[src/rtl/tpu_engine_if.sv]
// tpu_engine_if: command and result bus of the matrix-multiply engine.
//   Command side : cmd_valid/cmd_ready handshake carrying cmd_op, cmd_row,
//                  cmd_col and cmd_data (operand element loads and RUN).
//   Result side  : out_valid/out_ready stream of out_data tagged with
//                  out_row/out_col, plus out_last on the final element.
//   Status       : busy (computing or draining) and the sticky overflow flag.
// master = command issuer / result consumer, slave = engine.
interface tpu_engine_if #(
  parameter int N          = 4,
  parameter int DATA_WIDTH = 8,
  parameter int ACC_WIDTH  = 16
);
  localparam int L = $clog2(N);

  logic                  cmd_valid;
  logic                  cmd_ready;
  logic [1:0]            cmd_op;
  logic [L-1:0]          cmd_row;
  logic [L-1:0]          cmd_col;
  logic [DATA_WIDTH-1:0] cmd_data;
  logic                  busy;
  logic                  out_valid;
  logic                  out_ready;
  logic [ACC_WIDTH-1:0]  out_data;
  logic [L-1:0]          out_row;
  logic [L-1:0]          out_col;
  logic                  out_last;
  logic                  overflow;

  modport master (
    output cmd_valid, cmd_op, cmd_row, cmd_col, cmd_data, out_ready,
    input  cmd_ready, busy, out_valid, out_data, out_row, out_col, out_last, overflow
  );

  modport slave (
    input  cmd_valid, cmd_op, cmd_row, cmd_col, cmd_data, out_ready,
    output cmd_ready, busy, out_valid, out_data, out_row, out_col, out_last, overflow
  );
endinterface

[src/rtl/tpu_engine.sv]
// tpu_engine: N x N matrix-multiply engine computing C = A x B.
//   clk   : rising-edge clock
//   rst_n : asynchronous active-low reset; clears operands, accumulators,
//           overflow and returns to IDLE
//   bus   : tpu_engine_if slave port
//           - commands (IDLE only): NOP, LOAD_A, LOAD_B, RUN
//           - results streamed row-major over out_valid/out_ready
//           - busy during COMPUTE/DRAIN, sticky per-run overflow
// A RUN clears the accumulators, spends N cycles accumulating one k-slice per
// cycle across the whole N x N MAC grid, then drains the N*N results.
module tpu_engine #(
  parameter int N          = 4,
  parameter int DATA_WIDTH = 8,
  parameter int ACC_WIDTH  = 16,
  parameter int SIGNED     = 1,
  parameter int SATURATE   = 0
) (
  input logic        clk,
  input logic        rst_n,
  tpu_engine_if.slave bus
);
  localparam int L = $clog2(N);

  localparam logic [1:0] OP_LOAD_A = 2'd1;
  localparam logic [1:0] OP_LOAD_B = 2'd2;
  localparam logic [1:0] OP_RUN    = 2'd3;

  localparam logic [ACC_WIDTH-1:0] ACC_MAX =
    (SIGNED != 0) ? {1'b0, {(ACC_WIDTH-1){1'b1}}} : {ACC_WIDTH{1'b1}};
  localparam logic [ACC_WIDTH-1:0] ACC_MIN =
    (SIGNED != 0) ? {1'b1, {(ACC_WIDTH-1){1'b0}}} : {ACC_WIDTH{1'b0}};

  typedef enum logic [1:0] {IDLE, COMPUTE, DRAIN} state_t;

  state_t                state;
  logic [DATA_WIDTH-1:0] a_mem    [N][N];
  logic [DATA_WIDTH-1:0] b_mem    [N][N];
  logic [ACC_WIDTH-1:0]  acc      [N][N];
  logic [ACC_WIDTH-1:0]  acc_next [N][N];
  logic [N*N-1:0]        cell_ovf;
  logic [L-1:0]          k;
  logic [2*L-1:0]        out_idx;
  logic                  overflow_q;

  // MAC grid: operands are sign/zero-extended to 2*DATA_WIDTH so the low
  // half of the product is exact in either mode; the sum is formed one bit
  // wider than the accumulator to detect range exit.
  for (genvar gi = 0; gi < N; gi++) begin : g_row
    for (genvar gj = 0; gj < N; gj++) begin : g_col
      logic [2*DATA_WIDTH-1:0] a_ext;
      logic [2*DATA_WIDTH-1:0] b_ext;
      logic [2*DATA_WIDTH-1:0] prod;
      logic [ACC_WIDTH:0]      sum;
      logic                    ovf;

      assign a_ext = {{DATA_WIDTH{(SIGNED != 0) && a_mem[gi][k][DATA_WIDTH-1]}}, a_mem[gi][k]};
      assign b_ext = {{DATA_WIDTH{(SIGNED != 0) && b_mem[k][gj][DATA_WIDTH-1]}}, b_mem[k][gj]};
      assign prod  = a_ext * b_ext;
      assign sum   = {{(ACC_WIDTH+1-2*DATA_WIDTH){(SIGNED != 0) && prod[2*DATA_WIDTH-1]}}, prod}
                   + {(SIGNED != 0) && acc[gi][gj][ACC_WIDTH-1], acc[gi][gj]};
      assign ovf   = (SIGNED != 0) ? (sum[ACC_WIDTH] ^ sum[ACC_WIDTH-1]) : sum[ACC_WIDTH];

      // Unsigned sums can only leave the range upward, so ACC_MAX applies.
      assign acc_next[gi][gj] = (ovf && (SATURATE != 0))
                              ? ((SIGNED != 0) && sum[ACC_WIDTH] ? ACC_MIN : ACC_MAX)
                              : sum[ACC_WIDTH-1:0];
      assign cell_ovf[gi*N+gj] = ovf;
    end
  end

  always_ff @(posedge clk or negedge rst_n) begin
    if (!rst_n) begin
      state      <= IDLE;
      k          <= '0;
      out_idx    <= '0;
      overflow_q <= 1'b0;
      for (int unsigned i = 0; i < N; i++) begin
        for (int unsigned j = 0; j < N; j++) begin
          a_mem[i][j] <= '0;
          b_mem[i][j] <= '0;
          acc[i][j]   <= '0;
        end
      end
    end else begin
      case (state)
        IDLE: begin
          if (bus.cmd_valid) begin
            case (bus.cmd_op)
              OP_LOAD_A: a_mem[bus.cmd_row][bus.cmd_col] <= bus.cmd_data;
              OP_LOAD_B: b_mem[bus.cmd_row][bus.cmd_col] <= bus.cmd_data;
              OP_RUN: begin
                for (int unsigned i = 0; i < N; i++) begin
                  for (int unsigned j = 0; j < N; j++) begin
                    acc[i][j] <= '0;
                  end
                end
                overflow_q <= 1'b0;
                k          <= '0;
                state      <= COMPUTE;
              end
              default: ;
            endcase
          end
        end
        COMPUTE: begin
          for (int unsigned i = 0; i < N; i++) begin
            for (int unsigned j = 0; j < N; j++) begin
              acc[i][j] <= acc_next[i][j];
            end
          end
          overflow_q <= overflow_q | (|cell_ovf);
          k          <= k + 1'b1;
          if (&k) begin
            state   <= DRAIN;
            out_idx <= '0;
          end
        end
        DRAIN: begin
          // N*N is a power of two, so the index wraps back to 0 on the
          // final handshake.
          if (bus.out_ready) begin
            out_idx <= out_idx + 1'b1;
            if (&out_idx) state <= IDLE;
          end
        end
        default: state <= IDLE;
      endcase
    end
  end

  assign bus.cmd_ready = (state == IDLE);
  assign bus.busy      = (state != IDLE);
  assign bus.out_valid = (state == DRAIN);
  assign bus.out_row   = out_idx[2*L-1:L];
  assign bus.out_col   = out_idx[L-1:0];
  assign bus.out_data  = acc[out_idx[2*L-1:L]][out_idx[L-1:0]];
  assign bus.out_last  = (state == DRAIN) && (&out_idx);
  assign bus.overflow  = overflow_q;
endmodule

[src/flat_wrapper.sv]
// flat-port wrapper written by rule: the top's interface ports become plain ports
module tpu_engine_flat 
#(
  parameter int N          = 4,
  parameter int DATA_WIDTH = 8,
  parameter int ACC_WIDTH  = 16,
  parameter int SIGNED     = 1,
  parameter int SATURATE   = 0
)
  (clk, rst_n, bus_cmd_valid, bus_cmd_op, bus_cmd_row, bus_cmd_col, bus_cmd_data, bus_out_ready, bus_cmd_ready, bus_busy, bus_out_valid, bus_out_data, bus_out_row, bus_out_col, bus_out_last, bus_overflow);
  tpu_engine_if #(.N(N), .DATA_WIDTH(DATA_WIDTH), .ACC_WIDTH(ACC_WIDTH)) bus_i ();
  input logic clk;
  input logic rst_n;
  input wire logic [$bits(bus_i.cmd_valid)-1:0] bus_cmd_valid;
  input wire logic [$bits(bus_i.cmd_op)-1:0] bus_cmd_op;
  input wire logic [$bits(bus_i.cmd_row)-1:0] bus_cmd_row;
  input wire logic [$bits(bus_i.cmd_col)-1:0] bus_cmd_col;
  input wire logic [$bits(bus_i.cmd_data)-1:0] bus_cmd_data;
  input wire logic [$bits(bus_i.out_ready)-1:0] bus_out_ready;
  output wire logic [$bits(bus_i.cmd_ready)-1:0] bus_cmd_ready;
  output wire logic [$bits(bus_i.busy)-1:0] bus_busy;
  output wire logic [$bits(bus_i.out_valid)-1:0] bus_out_valid;
  output wire logic [$bits(bus_i.out_data)-1:0] bus_out_data;
  output wire logic [$bits(bus_i.out_row)-1:0] bus_out_row;
  output wire logic [$bits(bus_i.out_col)-1:0] bus_out_col;
  output wire logic [$bits(bus_i.out_last)-1:0] bus_out_last;
  output wire logic [$bits(bus_i.overflow)-1:0] bus_overflow;
  assign bus_i.cmd_valid = bus_cmd_valid;
  assign bus_i.cmd_op = bus_cmd_op;
  assign bus_i.cmd_row = bus_cmd_row;
  assign bus_i.cmd_col = bus_cmd_col;
  assign bus_i.cmd_data = bus_cmd_data;
  assign bus_i.out_ready = bus_out_ready;
  assign bus_cmd_ready = bus_i.cmd_ready;
  assign bus_busy = bus_i.busy;
  assign bus_out_valid = bus_i.out_valid;
  assign bus_out_data = bus_i.out_data;
  assign bus_out_row = bus_i.out_row;
  assign bus_out_col = bus_i.out_col;
  assign bus_out_last = bus_i.out_last;
  assign bus_overflow = bus_i.overflow;
  tpu_engine #(.N(N), .DATA_WIDTH(DATA_WIDTH), .ACC_WIDTH(ACC_WIDTH), .SIGNED(SIGNED), .SATURATE(SATURATE)) u_core (.clk(clk), .rst_n(rst_n), .bus(bus_i));
endmodule
[config.mk]
export PLATFORM = sky130hd
export DESIGN_NAME = tpu_engine_flat
export DESIGN_NICKNAME = d
export VERILOG_FILES = /design/src/rtl/tpu_engine_if.sv /design/src/rtl/tpu_engine.sv /design/src/flat_wrapper.sv
export SDC_FILE = /design/constraint.sdc
export NUM_CORES = 2
export LEC_CHECK = 0
export ABC_AREA = 1
export BUFFER_PORTS_ARGS = -buffer_cell sky130_fd_sc_hd__buf_4
export CAP_MARGIN = 30
export CELL_PAD_IN_SITES_DETAIL_PLACEMENT = 1
export CELL_PAD_IN_SITES_GLOBAL_PLACEMENT = 2
export CORE_UTILIZATION = 37
export DETAILED_ROUTE_END_ITERATION = 16
export PLACE_DENSITY = 0.83
export SLEW_MARGIN = 10
export SYNTH_ARGS = -nofsm -noshare
export SYNTH_HDL_FRONTEND = slang
export SYNTH_SLANG_ARGS = --single-unit
[constraint.sdc]
create_clock -name clk -period 6.47 [get_ports clk]
set_input_delay 1.294 -clock clk [delete_from_list [all_inputs] [get_ports clk]]
set_output_delay 1.294 -clock clk [all_outputs]
set_load 0.01 [all_outputs]
==> impl_metrics.tcl <==
set metrics [dict create \
    status "complete, but fails checks" \
    violations "negative setup slack" \
    yosysSeqAreaShare_pct 17.2 \
    first_iter_violations 4751 \
    cts_tree "built" \
    ys_warn_count 0 \
    wl_per_cell_um 23.6 \
    firstDrtPassIters 6 \
    finalCoreUtilization_pct 44.1 \
    timing.setup.tns_ns -0.0793 \
    io_buffers 42 \
    reg2reg_depth 32 \
    cap_violations 0 \
    worstPathRequired_ns 7.09 \
    max_slew_margin_pct 29.1 \
    synth_area_leaders "fa_1 32%, dfrtp_1 17%, ha_1 10%, nand2_1 10%, inv_1 9.5%" \
    setup_viol 1 \
    worstHoldPathType "register to register" \
    nNetsFinal 11800 \
    vdd_drop_max_v 0.000637 \
    cts_root_buffer "clkbuf_16" \
    core_region_area_mm2 0.203 \
    worst_slack_ns -0.0793 \
    synth_nets 11200 \
    crit_path_end_kind "register" \
    io_pins 43 \
    cts_sinks 521 \
    postPlaceCellArea_mm2 0.0859 \
    synth.top_cell.area_share_pct 32.1 \
    startpoint_type "register" \
    postSynthCellCount 9361 \
    via_per_inst 5.27 \
    grt_pass1_vias 74100 \
    yosysMostFrequentCell "nand2_1" \
    worst_path_max_delay_cell "dfrtp_4" \
    grt_remaining_overflow 0 \
    cts_hold_buf 0 \
    cp_max_fo 8 \
    max_freq_ghz 0.153 \
    total_power_mw 56.2 \
    numCtsBuffers 76 \
    worst_pin_slew_ns 1.06 \
    pre_cts_slack_ns -0.548 \
    core.rowCount 165 \
    clock_power_share_pct 8.1 \
    area_growth_pct 18.1 \
    antenna_left 0 \
    skew_ns 0.0490 \
    synth_edf_count 0 \
    die_area_mm2 0.207 \
    clkTransAtPathRegs_ns 0.07 \
    route.detailed.drc 0 \
    p_int_mw 25.6 \
    yosys_most_used_dff "dfrtp_1" \
    ys_types 39 \
    leakage_nw 47.9 \
    dp_cells 12500 \
    worstSetupPathType "register to register" \
    clock_latency_ns 0.74 \
    cp.arrival_ns 7.17 \
    place_congestion 0.942 \
    die_y_um 455 \
    slowest_delay_ns 0.58 \
    drive_above_1_share_pct 12.8 \
    grt_pass1_wl_um 459000 \
    grt_max_degree 132 \
    rsz0062_at_grt "true" \
    period_needed_ns 6.55 \
    hold_violations 0 \
    synth-seq-cells 521 \
    syn_area_mm2 0.0758 \
    cellPowerDensity_mw_per_mm2 627 \
    comb_power_share_pct 83.7 \
    h-tree-depth 3 \
    whs_ns 0.483 \
    finalNonFillerCells 12700 \
    grtUsageTotal_pct 29.7 \
    fp.dieW_um 455 \
    antenna_found_initial 8 \
    synthArstFlopShare_pct 100 \
    final_area_mm2 0.0895 \
    power.share.sequential_pct 8.3 \
    drt_wl_total_um 300000 \
    period_share_pct 101 \
    dp_hpwl_um 238000 \
    slew_violations 0 \
    switching_share_pct 54.5 \
    initial_core_util_pct 37.4 \
    whs_path_depth 2 \
    power.switching_mw 30.6 \
    avgSynthCellArea_um2 8.10 \
    synth_commonest_cells "2062 x nand2_1, 1917 x inv_1, 1216 x fa_1, 780 x nor2_1, 629 x ha_1" \
    yosys.area.top_type "fa_1" \
    clk_path_buf_depth 3 \
    vias 67000 \
]
-- routing by layer --
metal  track usage [%]  routed length [um]
met5                 0                  12
met4              12.5               14800
met1              39.7              129000
met2              47.5              136000
met3              4.97               20000
-- kinds of logic (layout without fill, tap and decap cells) --
logic type | after synthesis | count (layout) | synth area share (%)
xor gates and xnor gates | 63 | 63 | 0.727
and+or+nand+nor | 3336 | 3336 | 17.6
buffers and inverters | 2358 | 3036 | 12.1
other | 0 | 3 | 0
DFF | 521 | 521 | 17.2
adders and majority gates | 1845 | 1845 | 42.5
AOI/OAI and AO/OA | 1238 | 1238 | 9.91
-- cell type report --
cell class | count | area [um^2]
diodes | 3 | 7.51
clock buffers | 107 | 2150
clock inverters | 28 | 450
fillers | 24300 | 113000
inverters | 1982 | 7520
multi-input cells | 6482 | 54100
flip-flops and latches | 521 | 13100
well taps | 2672 | 3340
repair buffers | 918 | 8880
repair inverters | 1 | 8.76
-- placed cells by master, fill, tap and decap left out, drive strengths merged, types with 7 or more instances in the layout --
master  instances
a22o            8
a31oi          26
or2            22
a21oi         379
buf           914
inv          1980
nand3b         25
o22ai          57
ha            629
a32oi          64
a32o            8
nor3           17
o31ai          36
xor2           52
fa           1216
clkbuf        108
o21ai         619
xnor2          11
nand3         391
nor2          787
bufinv          7
dfrtp         521
clkinv         19
o21bai         32
nand2        2062
nand4          28
-- what timing repair did --
item                                   CTS  global route
gates resized for setup                109            41
buffers inserted                        37             1
cloned                                   4             0
setup endpoints to repair                7            10
pin swaps                               14             6
endpoints found under the hold margin    0             0
-- critical path, delay by kind of cell, from the launching register on --
kind	cells	cell delay, ns
AO/OA/AOI/OAI	2	0.32
adder cells (fa/ha/maj)	6	2.77
AND/OR/NAND/NOR	15	1.60
buffers and inverters	9	1.12
flip-flops	1	0.58
-- state kept, by name, summed over array words and instances (netlist names) --
register / count
u_core.bus.overflow: 1
u_core.k: 2
u_core.a_mem: 128
u_core.acc: 256
u_core.state: 2
u_core.out_idx: 4
u_core.b_mem: 128
-- power by group through the flow --
| stage | logic, mW | registers (mW) | clock network, mW |
|---|---|---|---|
| 5_1_grt | 52.0 | 4.72 | 4.74 |
| 6_report | 47.0 | 4.64 | 4.55 |
| 4_1_cts | 46.6 | 4.63 | 4.64 |
| 3_5_place_dp | 45.3 | 4.66 | 0 |
| 3_3_place_gp | 43.5 | 4.63 | 0 |
| 2_1_floorplan | 25.9 | 4.43 | 0 |
-- path summary, 6_finish.rpt --
check	end	slack (ns)	from
max	u_core.bus.overflow	-0.08	u_core.k[0]
min	u_core.a_mem[120]	0.48	u_core.a_mem[120]
max reg2reg	u_core.bus.overflow	-0.08	u_core.k[0]
min reg2reg	u_core.a_mem[120]	0.48	u_core.a_mem[120]
max in group asynchronous	u_core.acc[239]	4.32	rst_n
min in group asynchronous	u_core.acc[206]	0.58	rst_n
Power figures use the tool's default switching activity.
